**src/rtl/alu_pkg.sv**
```systemverilog
// alu_pkg: shared definitions for the registered ALU (alu_seq) and its
// sequential multiplier (alu_mul_seq).
//   - OP_* : 3-bit operation encodings driven on alu_seq.op
//   - state_t : handshake state (ST_IDLE accepts, ST_BUSY multiplying)
//   - FLG_* : bit positions of Z/C/V/N inside the packed flag register
//   - pack_flags() : builds a packed flag vector from individual flags
package alu_pkg;

  localparam logic [2:0] OP_ADD = 3'b000;
  localparam logic [2:0] OP_SUB = 3'b001;
  localparam logic [2:0] OP_AND = 3'b010;
  localparam logic [2:0] OP_OR  = 3'b011;
  localparam logic [2:0] OP_XOR = 3'b100;
  localparam logic [2:0] OP_MOV = 3'b101;
  localparam logic [2:0] OP_MUL = 3'b110;
  localparam logic [2:0] OP_ADC = 3'b111;

  typedef enum logic {
    ST_IDLE = 1'b0,
    ST_BUSY = 1'b1
  } state_t;

  localparam int FLG_Z = 0;
  localparam int FLG_C = 1;
  localparam int FLG_V = 2;
  localparam int FLG_N = 3;
  localparam int FLG_W = 4;

  function automatic logic [FLG_W-1:0] pack_flags(input logic z, input logic c,
                                                  input logic v, input logic n);
    logic [FLG_W-1:0] f;
    f        = '0;
    f[FLG_Z] = z;
    f[FLG_C] = c;
    f[FLG_V] = v;
    f[FLG_N] = n;
    return f;
  endfunction

endpackage

```
**src/rtl/alu_mul_seq.sv**
```systemverilog
// alu_mul_seq: unsigned shift-add multiplier, one multiplier bit per cycle.
// Ports:
//   clk, rst_n : clock (rising edge) and asynchronous active-low reset
//   start      : load a/b and begin; iterations run on the following WIDTH edges
//   a, b       : multiplicand / multiplier
//   done       : high during the cycle whose closing edge performs the last
//                iteration; product is valid in that same cycle
//   product    : full 2*WIDTH-bit product (combinational next accumulator)
module alu_mul_seq #(
  parameter int WIDTH = 8
) (
  input  logic               clk,
  input  logic               rst_n,
  input  logic               start,
  input  logic [WIDTH-1:0]   a,
  input  logic [WIDTH-1:0]   b,
  output logic               done,
  output logic [2*WIDTH-1:0] product
);

  localparam int CNT_W = $clog2(WIDTH) + 1;
  localparam logic [CNT_W-1:0] LAST_CNT = CNT_W'(WIDTH - 1);

  logic               run_r;
  logic [CNT_W-1:0]   cnt_r;
  logic [2*WIDTH-1:0] acc_r;
  logic [2*WIDTH-1:0] mcand_r;
  logic [WIDTH-1:0]   mplier_r;
  logic [2*WIDTH-1:0] addend_s;
  logic [2*WIDTH-1:0] acc_next_s;

  // Partial product for the current multiplier bit and the next accumulator value.
  always_comb begin
    addend_s   = '0;
    acc_next_s = '0;
    if (mplier_r[0]) begin
      addend_s = mcand_r;
    end else begin
      addend_s = '0;
    end
    acc_next_s = acc_r + addend_s;
  end

  // Exposing the next accumulator lets the parent register the final product on
  // the same edge that performs the last iteration.
  assign done    = run_r && (cnt_r == LAST_CNT);
  assign product = acc_next_s;

  // Iteration state: load on start, then shift multiplicand left / multiplier right.
  always_ff @(posedge clk or negedge rst_n) begin
    if (!rst_n) begin
      run_r    <= 1'b0;
      cnt_r    <= '0;
      acc_r    <= '0;
      mcand_r  <= '0;
      mplier_r <= '0;
    end else if (start) begin
      run_r    <= 1'b1;
      cnt_r    <= '0;
      acc_r    <= '0;
      mcand_r  <= {{WIDTH{1'b0}}, a};
      mplier_r <= b;
    end else if (run_r) begin
      acc_r    <= acc_next_s;
      mcand_r  <= mcand_r << 1;
      mplier_r <= mplier_r >> 1;
      if (done) begin
        run_r <= 1'b0;
        cnt_r <= '0;
      end else begin
        cnt_r <= cnt_r + CNT_W'(1);
      end
    end
  end

endmodule

```
**src/rtl/alu_seq.sv**
```systemverilog
// alu_seq: registered ALU with valid/ready input handshake and persistent flags.
// Build option: define MUL_EN to make op 110 a WIDTH-cycle sequential multiply;
// without it op 110 is single-cycle and returns 0 (Z=1, other flags 0).
// Ports:
//   clk, rst_n         : clock (rising edge) and asynchronous active-low reset
//   in_valid, in_ready : input handshake; transfer when both high at an edge
//   op, a, b           : operation and operands
//   out_valid          : one-cycle pulse when result/flags were just updated
//   result             : registered result, held between pulses
//   flag_z/c/v/n       : registered zero / carry-borrow / overflow / negative
//   busy               : multiply in progress
module alu_seq
  import alu_pkg::*;
#(
  parameter int WIDTH = 8
) (
  input  logic             clk,
  input  logic             rst_n,
  input  logic             in_valid,
  output logic             in_ready,
  input  logic [2:0]       op,
  input  logic [WIDTH-1:0] a,
  input  logic [WIDTH-1:0] b,
  output logic             out_valid,
  output logic [WIDTH-1:0] result,
  output logic             flag_z,
  output logic             flag_c,
  output logic             flag_v,
  output logic             flag_n,
  output logic             busy
);

  localparam int MSB = WIDTH - 1;

  logic [WIDTH-1:0] result_r;
  logic [FLG_W-1:0] flags_r;
  logic             out_valid_r;

  logic [WIDTH:0]   ext_s;
  logic [WIDTH-1:0] alu_res_s;
  logic             alu_c_s;
  logic             alu_v_s;
  logic [FLG_W-1:0] alu_flags_s;

  // Single-cycle datapath; arithmetic runs one bit wider to capture carry/borrow.
  always_comb begin
    ext_s       = '0;
    alu_res_s   = '0;
    alu_c_s     = 1'b0;
    alu_v_s     = 1'b0;
    case (op)
      OP_ADD: begin
        ext_s     = {1'b0, a} + {1'b0, b};
        alu_res_s = ext_s[WIDTH-1:0];
        alu_c_s   = ext_s[WIDTH];
        alu_v_s   = (a[MSB] == b[MSB]) && (ext_s[MSB] != a[MSB]);
      end
      OP_SUB: begin
        ext_s     = {1'b0, a} - {1'b0, b};
        alu_res_s = ext_s[WIDTH-1:0];
        alu_c_s   = ext_s[WIDTH];
        alu_v_s   = (a[MSB] != b[MSB]) && (ext_s[MSB] != a[MSB]);
      end
      OP_ADC: begin
        ext_s     = {1'b0, a} + {1'b0, b} + {{WIDTH{1'b0}}, flags_r[FLG_C]};
        alu_res_s = ext_s[WIDTH-1:0];
        alu_c_s   = ext_s[WIDTH];
        alu_v_s   = (a[MSB] == b[MSB]) && (ext_s[MSB] != a[MSB]);
      end
      OP_AND:  alu_res_s = a & b;
      OP_OR:   alu_res_s = a | b;
      OP_XOR:  alu_res_s = a ^ b;
      OP_MOV:  alu_res_s = b;
      // Only registered when the multiplier is not built.
      OP_MUL:  alu_res_s = '0;
      default: alu_res_s = '0;
    endcase
    alu_flags_s = pack_flags(alu_res_s == '0, alu_c_s, alu_v_s, alu_res_s[MSB]);
  end

  assign out_valid = out_valid_r;
  assign result    = result_r;
  assign flag_z    = flags_r[FLG_Z];
  assign flag_c    = flags_r[FLG_C];
  assign flag_v    = flags_r[FLG_V];
  assign flag_n    = flags_r[FLG_N];

`ifdef MUL_EN
  state_t             state_r;
  logic               mul_start_s;
  logic               mul_done_s;
  logic [2*WIDTH-1:0] mul_prod_s;
  logic               mul_hi_s;

  assign in_ready    = (state_r == ST_IDLE);
  assign busy        = (state_r == ST_BUSY);
  assign mul_start_s = in_valid && in_ready && (op == OP_MUL);
  // Any bit above the result width means the product was truncated.
  assign mul_hi_s    = |mul_prod_s[2*WIDTH-1:WIDTH];

  alu_mul_seq #(
    .WIDTH(WIDTH)
  ) u_mul (
    .clk     (clk),
    .rst_n   (rst_n),
    .start   (mul_start_s),
    .a       (a),
    .b       (b),
    .done    (mul_done_s),
    .product (mul_prod_s)
  );

  // Handshake FSM plus result/flag registers; reset discards a multiply in flight.
  always_ff @(posedge clk or negedge rst_n) begin
    if (!rst_n) begin
      state_r     <= ST_IDLE;
      result_r    <= '0;
      flags_r     <= '0;
      out_valid_r <= 1'b0;
    end else begin
      out_valid_r <= 1'b0;
      case (state_r)
        ST_IDLE: begin
          if (in_valid) begin
            if (op == OP_MUL) begin
              state_r <= ST_BUSY;
            end else begin
              result_r    <= alu_res_s;
              flags_r     <= alu_flags_s;
              out_valid_r <= 1'b1;
            end
          end
        end
        ST_BUSY: begin
          if (mul_done_s) begin
            state_r     <= ST_IDLE;
            result_r    <= mul_prod_s[WIDTH-1:0];
            flags_r     <= pack_flags(mul_prod_s[WIDTH-1:0] == '0, mul_hi_s,
                                      mul_hi_s, mul_prod_s[MSB]);
            out_valid_r <= 1'b1;
          end
        end
        default: state_r <= ST_IDLE;
      endcase
    end
  end
`else
  assign in_ready = 1'b1;
  assign busy     = 1'b0;

  // Every accepted op completes in one cycle.
  always_ff @(posedge clk or negedge rst_n) begin
    if (!rst_n) begin
      result_r    <= '0;
      flags_r     <= '0;
      out_valid_r <= 1'b0;
    end else begin
      out_valid_r <= 1'b0;
      if (in_valid) begin
        result_r    <= alu_res_s;
        flags_r     <= alu_flags_s;
        out_valid_r <= 1'b1;
      end
    end
  end
`endif

endmodule
```
**config.mk**
```make
export PLATFORM = sky130hd
export DESIGN_NAME = alu_seq
export DESIGN_NICKNAME = d
export VERILOG_FILES = /design/src/rtl/alu_pkg.sv /design/src/rtl/alu_mul_seq.sv /design/src/rtl/alu_seq.sv
export SDC_FILE = /design/constraint.sdc
export NUM_CORES = 1
export LEC_CHECK = 0
export BUFFER_PORTS_ARGS = -buffer_cell sky130_fd_sc_hd__buf_4
export CAP_MARGIN = 20
export CORE_MARGIN = 2
export CORE_UTILIZATION = 44
export CTS_BUF_LIST = sky130_fd_sc_hd__clkbuf_16
export DETAILED_ROUTE_END_ITERATION = 16
export PLACE_DENSITY = 0.77
export SLEW_MARGIN = 20
export SYNTH_ARGS = -nofsm -noshare
export SYNTH_HDL_FRONTEND = slang
export SYNTH_HIERARCHICAL = 1
export SYNTH_SLANG_ARGS = --single-unit
```
**constraint.sdc**
```tcl
create_clock -name clk -period 2.09 [get_ports clk]
set_input_delay 0.1045 -clock clk [delete_from_list [all_inputs] [get_ports clk]]
set_output_delay 0.1045 -clock clk [all_outputs]
set_load 0.01 [all_outputs]
```
# After elaboration in Yosys (flattened, before gate mapping)
# Index checks and enable logic that the tools add are counted.
[classes] n_addsub=3 eq_ne=12 n_mux=4 n_bitwise=3 reduce_logical=5
[ops] operator="$pmux W8 S8" n=1
[ops] operator="$eq A3 B3 Y1 const B" n=4
[ops] operator="$add A8 B8 Y9" n=1
[ops] operator="$add A9 B1 Y9" n=1
[ops] operator="$sub A8 B8 Y9" n=1
[ops] operator="$and A8 B8 Y8" n=1
[ops] operator="$logic_not A8 Y1" n=1
[ops] operator="$or A8 B8 Y8" n=1
[ops] operator="$xor A8 B8 Y8" n=1
[ops] operator="$eq A3 B2 Y1 const B" n=2
[ops] operator="$pmux W1 S3" n=2
[ops] operator="$ne A1 B1 Y1" n=4
[ops] operator="$eq A3 B1 Y1 const B" n=1
[ops] operator="$logic_and A1 B1 Y1" n=3
[ops] operator="$logic_not A3 Y1" n=1
[ops] operator="$eq A1 B1 Y1" n=1
[ops] operator="$mux W1" n=1
[totals] register_bits=13 inputBits=22 out_inout_bits=15 elab_cells=30

# Depth between registers and ports, before layout
[logic_depth] depth_word=5 depth_mapped=12

# Worst setup path before layout
# Ideal clock, no wire load.
[synth_path] path_type="input to register" startpoint="input a[0]" endpoint="register flags_r[0]" arrival_time_ps=2289 t_required_ps=1987 path_slack_ps=-303 stages=10 cell_sequence="ha_1 > fa_1 > a211oi_4 > o21ai_2 > a221oi_2 > nand4_1 > or2_0 > a31oi_1 > a21oi_1 > o41ai_2"
[synth_via] elab_chain_cells=4 word_cells_on_any_way=8 cone_classes="3 x add/sub; 1 x mux; 3 x bitwise; 1 x reduce/logical"
[synth_lines] element="start, declared" line="alu_seq.sv:22" source="input logic [WIDTH-1:0] a,"
[synth_lines] element="$add A8 B8 Y9" line="alu_seq.sv:53, alu_seq.sv:65"
[synth_lines] element="$add A9 B1 Y9" line="alu_seq.sv:65" source="ext_s = {1'b0, a} + {1'b0, b} + {{WIDTH{1'b0}}, flags_r[FLG_C]};"
[synth_lines] element="$pmux W8 S8 (*)" line="alu_seq.sv:51" source="case (op)"
[synth_lines] element="$logic_not A8 Y1 (*)" line="alu_seq.sv:78" source="alu_flags_s = pack_flags(alu_res_s == '0, alu_c_s, alu_v_s, alu_res_s[MSB]);"
[synth_lines] element="end signal, assigned" line="alu_seq.sv:161" source="flags_r <= alu_flags_s;"
[synth_lines] element="end, declared" line="alu_seq.sv:36" source="logic [FLG_W-1:0] flags_r;"
# Mark *: on every way between the ends. The rest lies on a longest branch, timed or not.
# A chain may end at the register's enable or synchronous reset.

# Worst setup path after layout
[layout_path] startpoint="input b[0]" endpoint="register flags_r[0]"
[layout_via] elab_chain_cells=4 word_cells_on_any_way=8 cone_classes="3 x add/sub; 1 x mux; 3 x bitwise; 1 x reduce/logical"
[layout_lines] element="start, declared" line="alu_seq.sv:23" source="input logic [WIDTH-1:0] b,"
[layout_lines] element="$add A8 B8 Y9" line="alu_seq.sv:53, alu_seq.sv:65"
[layout_lines] element="$add A9 B1 Y9" line="alu_seq.sv:65"
[layout_lines] element="$pmux W8 S8 (*)" line="alu_seq.sv:51"
[layout_lines] element="$logic_not A8 Y1 (*)" line="alu_seq.sv:78"
# Marked as above.

==> flow_summary.yaml <==
outcome:
  status: "finished, violations left"
  violations: "setup timing"
worst_setup_path:
  r2r-end: "flags_r[0]"
  reg2regPathDepth: 10
  arrival_ns: 2.39
  worst-path-max-fanout: 4
  slowest_stage: "fa_2"
  rrSetupSlack_ns: -0.02
  required_ns: 2.22
  cp.depth: 11
  critPathMaxStageDelay_ns: 0.39
  critPathCapture: "flags_r[0]"
  path_class: "input pin to flip-flop"
  startpoint: "b[0]"
  cp_cell_sequence: "buf_8 -> ha_4 -> fa_2 -> a211oi_4 -> o21ai_2 -> a221oi_2 -> nand4_1 -> or2_0 -> a31oi_1 -> a21oi_1 -> o41ai_2"
  path_delay_family: "compound AO/OA/AOI/OAI gates"
  worst_setup_path_start_kind: "input pin"
  critPathBufInv: 1
  r2r-start: "flags_r[1]"
  cp-end-kind: "flip-flop"
logic_synthesis:
  synth_enable_flop_cells: 0
  ys_async_sr_fraction: 1.00
  synth_area_sq_um: 2070
  avgSynthCellArea_sq_um: 8.05
  synth_ff_type: "dfrtp_1"
  syn-instance-count: 257
  synth_top_family_by_area: "compound AO/OA/AOI/OAI gates"
  synth_xor_area_frac: 0.0762
  yosysUniqueCellTypes: 63
  ys_seq_area_frac: 0.145
  syn-num-nets: 307
  yosysWarnings: 6
  synth-seq-cells: 12
  synthAdderAreaFrac: 0.177
  synth_compound_area_frac: 0.278
  synth-simple-area-share: 0.166
  synth_mux_area_frac: 0.0617
finish:
  area_delta_synth_final_pct: 48.3
  insertedDiodeCount: 0
  final_nets: 399
  drive_above_1_share: 0.422
  fin_cells: 400
  final_common_cell: "buf_4"
  final_cell_mix: "101 x buf_4, 24 x inv_1, 20 x ha_1"
  fin_util: 0.691
placement:
  gp_congestion: 0.904
  dp_cells: 385
  place_ws_ns: -0.511
  io_buffer_count: 34
  dpl.hpwl_microns: 4580
route:
  ant_nets: 0
  wl_microns: 5890
  first_pass_iters: 6
  vias: 2232
  wl_per_cell_microns: 14.7
  remaining_drc_errors: 0
  vias_per_cell: 5.58
  drt_iter0_drc: 171
power_and_ir_drop:
  pwr_density_cell_nw_per_um2: 499
  power.total_mw: 1.53
  vdd_drop_max_v: 0.000293
  p_leak_nw: 1.47
clocking:
  clk_pin_slew_ns: 0.04
  clk_latency_ns: 0.24
  cts.sinks: 12
  clk_path_buf_depth: 2
  cts-buffers-inserted: 3
  cts_max_level: 1
  cts-root-buf: "clkbuf_16"
  cts_tree: "yes"
sta:
  setup-tns-final_ns: -0.396
  rsz0062_at_grt: "yes"
  maxSlewViolCount: 0
  final.setup.worst_slack_ns: -0.168
  fmax_mhz: 443
  setup_violations: 4
  finalHoldViolCount: 0
  period_share: 1.08
  fin_skew_ns: 0.00520
  period_needed_ns: 2.26
floorplanning:
  die_x_microns: 72.6
  io_pins: 37
  core_area_sq_um: 4440
  start_util: 0.466
  die_h_microns: 72.6
  rows: 24
  die-area_sq_um: 5270
grt:
  grt_overflow: 0
  grtUsageTotal: 0.225
  grt_pass1_vias: 2177
  grt_antenna_before_repair: 0
  gr-usage-met3: 0.0221
  use_met1: 0.255
  grt_pass1_wl_microns: 9600
  grt_busiest_layer: "met2"
  grt_max_degree: 16
  met2_usage: 0.436
worst_hold_path:
  hold_path.class: "input pin to flip-flop"
run:
  cap_violations: 0
synthesized netlist by cell type, drive strengths merged (3+ instances only):
library cell / count / area share
a31oi: 4 / 0.012
and3: 4 / 0.012
nand2: 9 / 0.016
nand2b: 4 / 0.012
inv: 27 / 0.049
o22a: 3 / 0.013
mux2: 6 / 0.033
o21ai: 15 / 0.038
a21oi: 18 / 0.045
nor2b: 5 / 0.015
xnor2: 10 / 0.051
mux2i: 6 / 0.029
o2bb2ai: 4 / 0.017
buf: 9 / 0.030
ha: 26 / 0.16
nand3: 7 / 0.017
dfrtp: 12 / 0.15
nor2: 13 / 0.024
a22oi: 4 / 0.015
o211ai: 4 / 0.015
nor3: 11 / 0.027
clkbuf: 8 / 0.015
xor2: 5 / 0.025
power by group:
part | switching (mW) | total (mW) | leakage (nW) | internal [mW]
Combinational | 0.424 | 0.890 | 1.28 | 0.467
Clock | 0.0963 | 0.348 | 0.0385 | 0.252
Sequential | 0.0227 | 0.294 | 0.147 | 0.271
worst reg2reg max path, delay by kind of cell (launching register included):
family | cells | cell delay [ns]
AOI/OAI and AO/OA | 5 | 0.70
adders and majority gates | 2 | 0.42
DFF | 1 | 0.41
and+or+nand+nor | 3 | 0.47
kinds of logic after synthesis:
logic type | Yosys count
compound gates | 78
xor+xnor | 15
fa+ha+maj | 28
buf+inv | 44
flops | 12
mux | 12
other cells | 2
simple gates | 66
what timing repair did:
| item | 4_1_cts | 5_1_grt |
|---|---|---|
| gates resized for setup | 13 | 17 |
| buffers inserted | 5 | 5 |
| setup endpoints to repair | 6 | 8 |
| pin swaps | 14 | 11 |
| cloned | 0 | 0 |
| hold buffers | 1 | 0 |
| endpoints found under the hold margin | 12 | 0 |
cell type report:
| cell class | count | area (sq um) |
|---|---|---|
| sequential | 12 | 300 |
| timing repair buffer | 104 | 795 |
| fill | 368 | 1380 |
| clock buffer | 3 | 75.1 |
| tap | 52 | 65.1 |
| inverter | 27 | 101 |
| multi-input combinational | 201 | 1730 |
| clock inverter | 1 | 3.75 |
registers in the layout, indices dropped and copies added, names as in the netlist:
register	cells
result	8
flags_r	3
out_valid	1
routing by layer:
layer / part of all wire / vias to the layer above
met5: 0 / -
met4: 0.026 / 0
met3: 0.048 / 20
met2: 0.51 / 88
met1: 0.42 / 1019
li1: - / 1105
worst min-delay path by stage:
| stage | from | endpoint | slack [ns] | depth (start not counted) |
|---|---|---|---|---|
| floorplan | rst_n | flags_r[0] | -0.19 | 0 |
| global placement | rst_n | result[4] | -0.05 | 1 |
| detailed placement | rst_n | result[2] | -0.05 | 1 |
| CTS | in_valid | out_valid | 0.10 | 1 |
| global route | in_valid | out_valid | 0.10 | 1 |
| finish | in_valid | out_valid | 0.10 | 1 |
metrics by stage:
| step | hold WS (ns) | instance area, sq um |
|---|---|---|
| finish | 0.102 | 3070 |
| global route | 0.105 | 3070 |
| CTS | 0.102 | 2950 |
| detailed placement | -0.0514 | 2760 |
| global placement | -0.0535 | 2760 |
| floorplan | -0.191 | 2080 |
(Power assumes the default switching activity.)
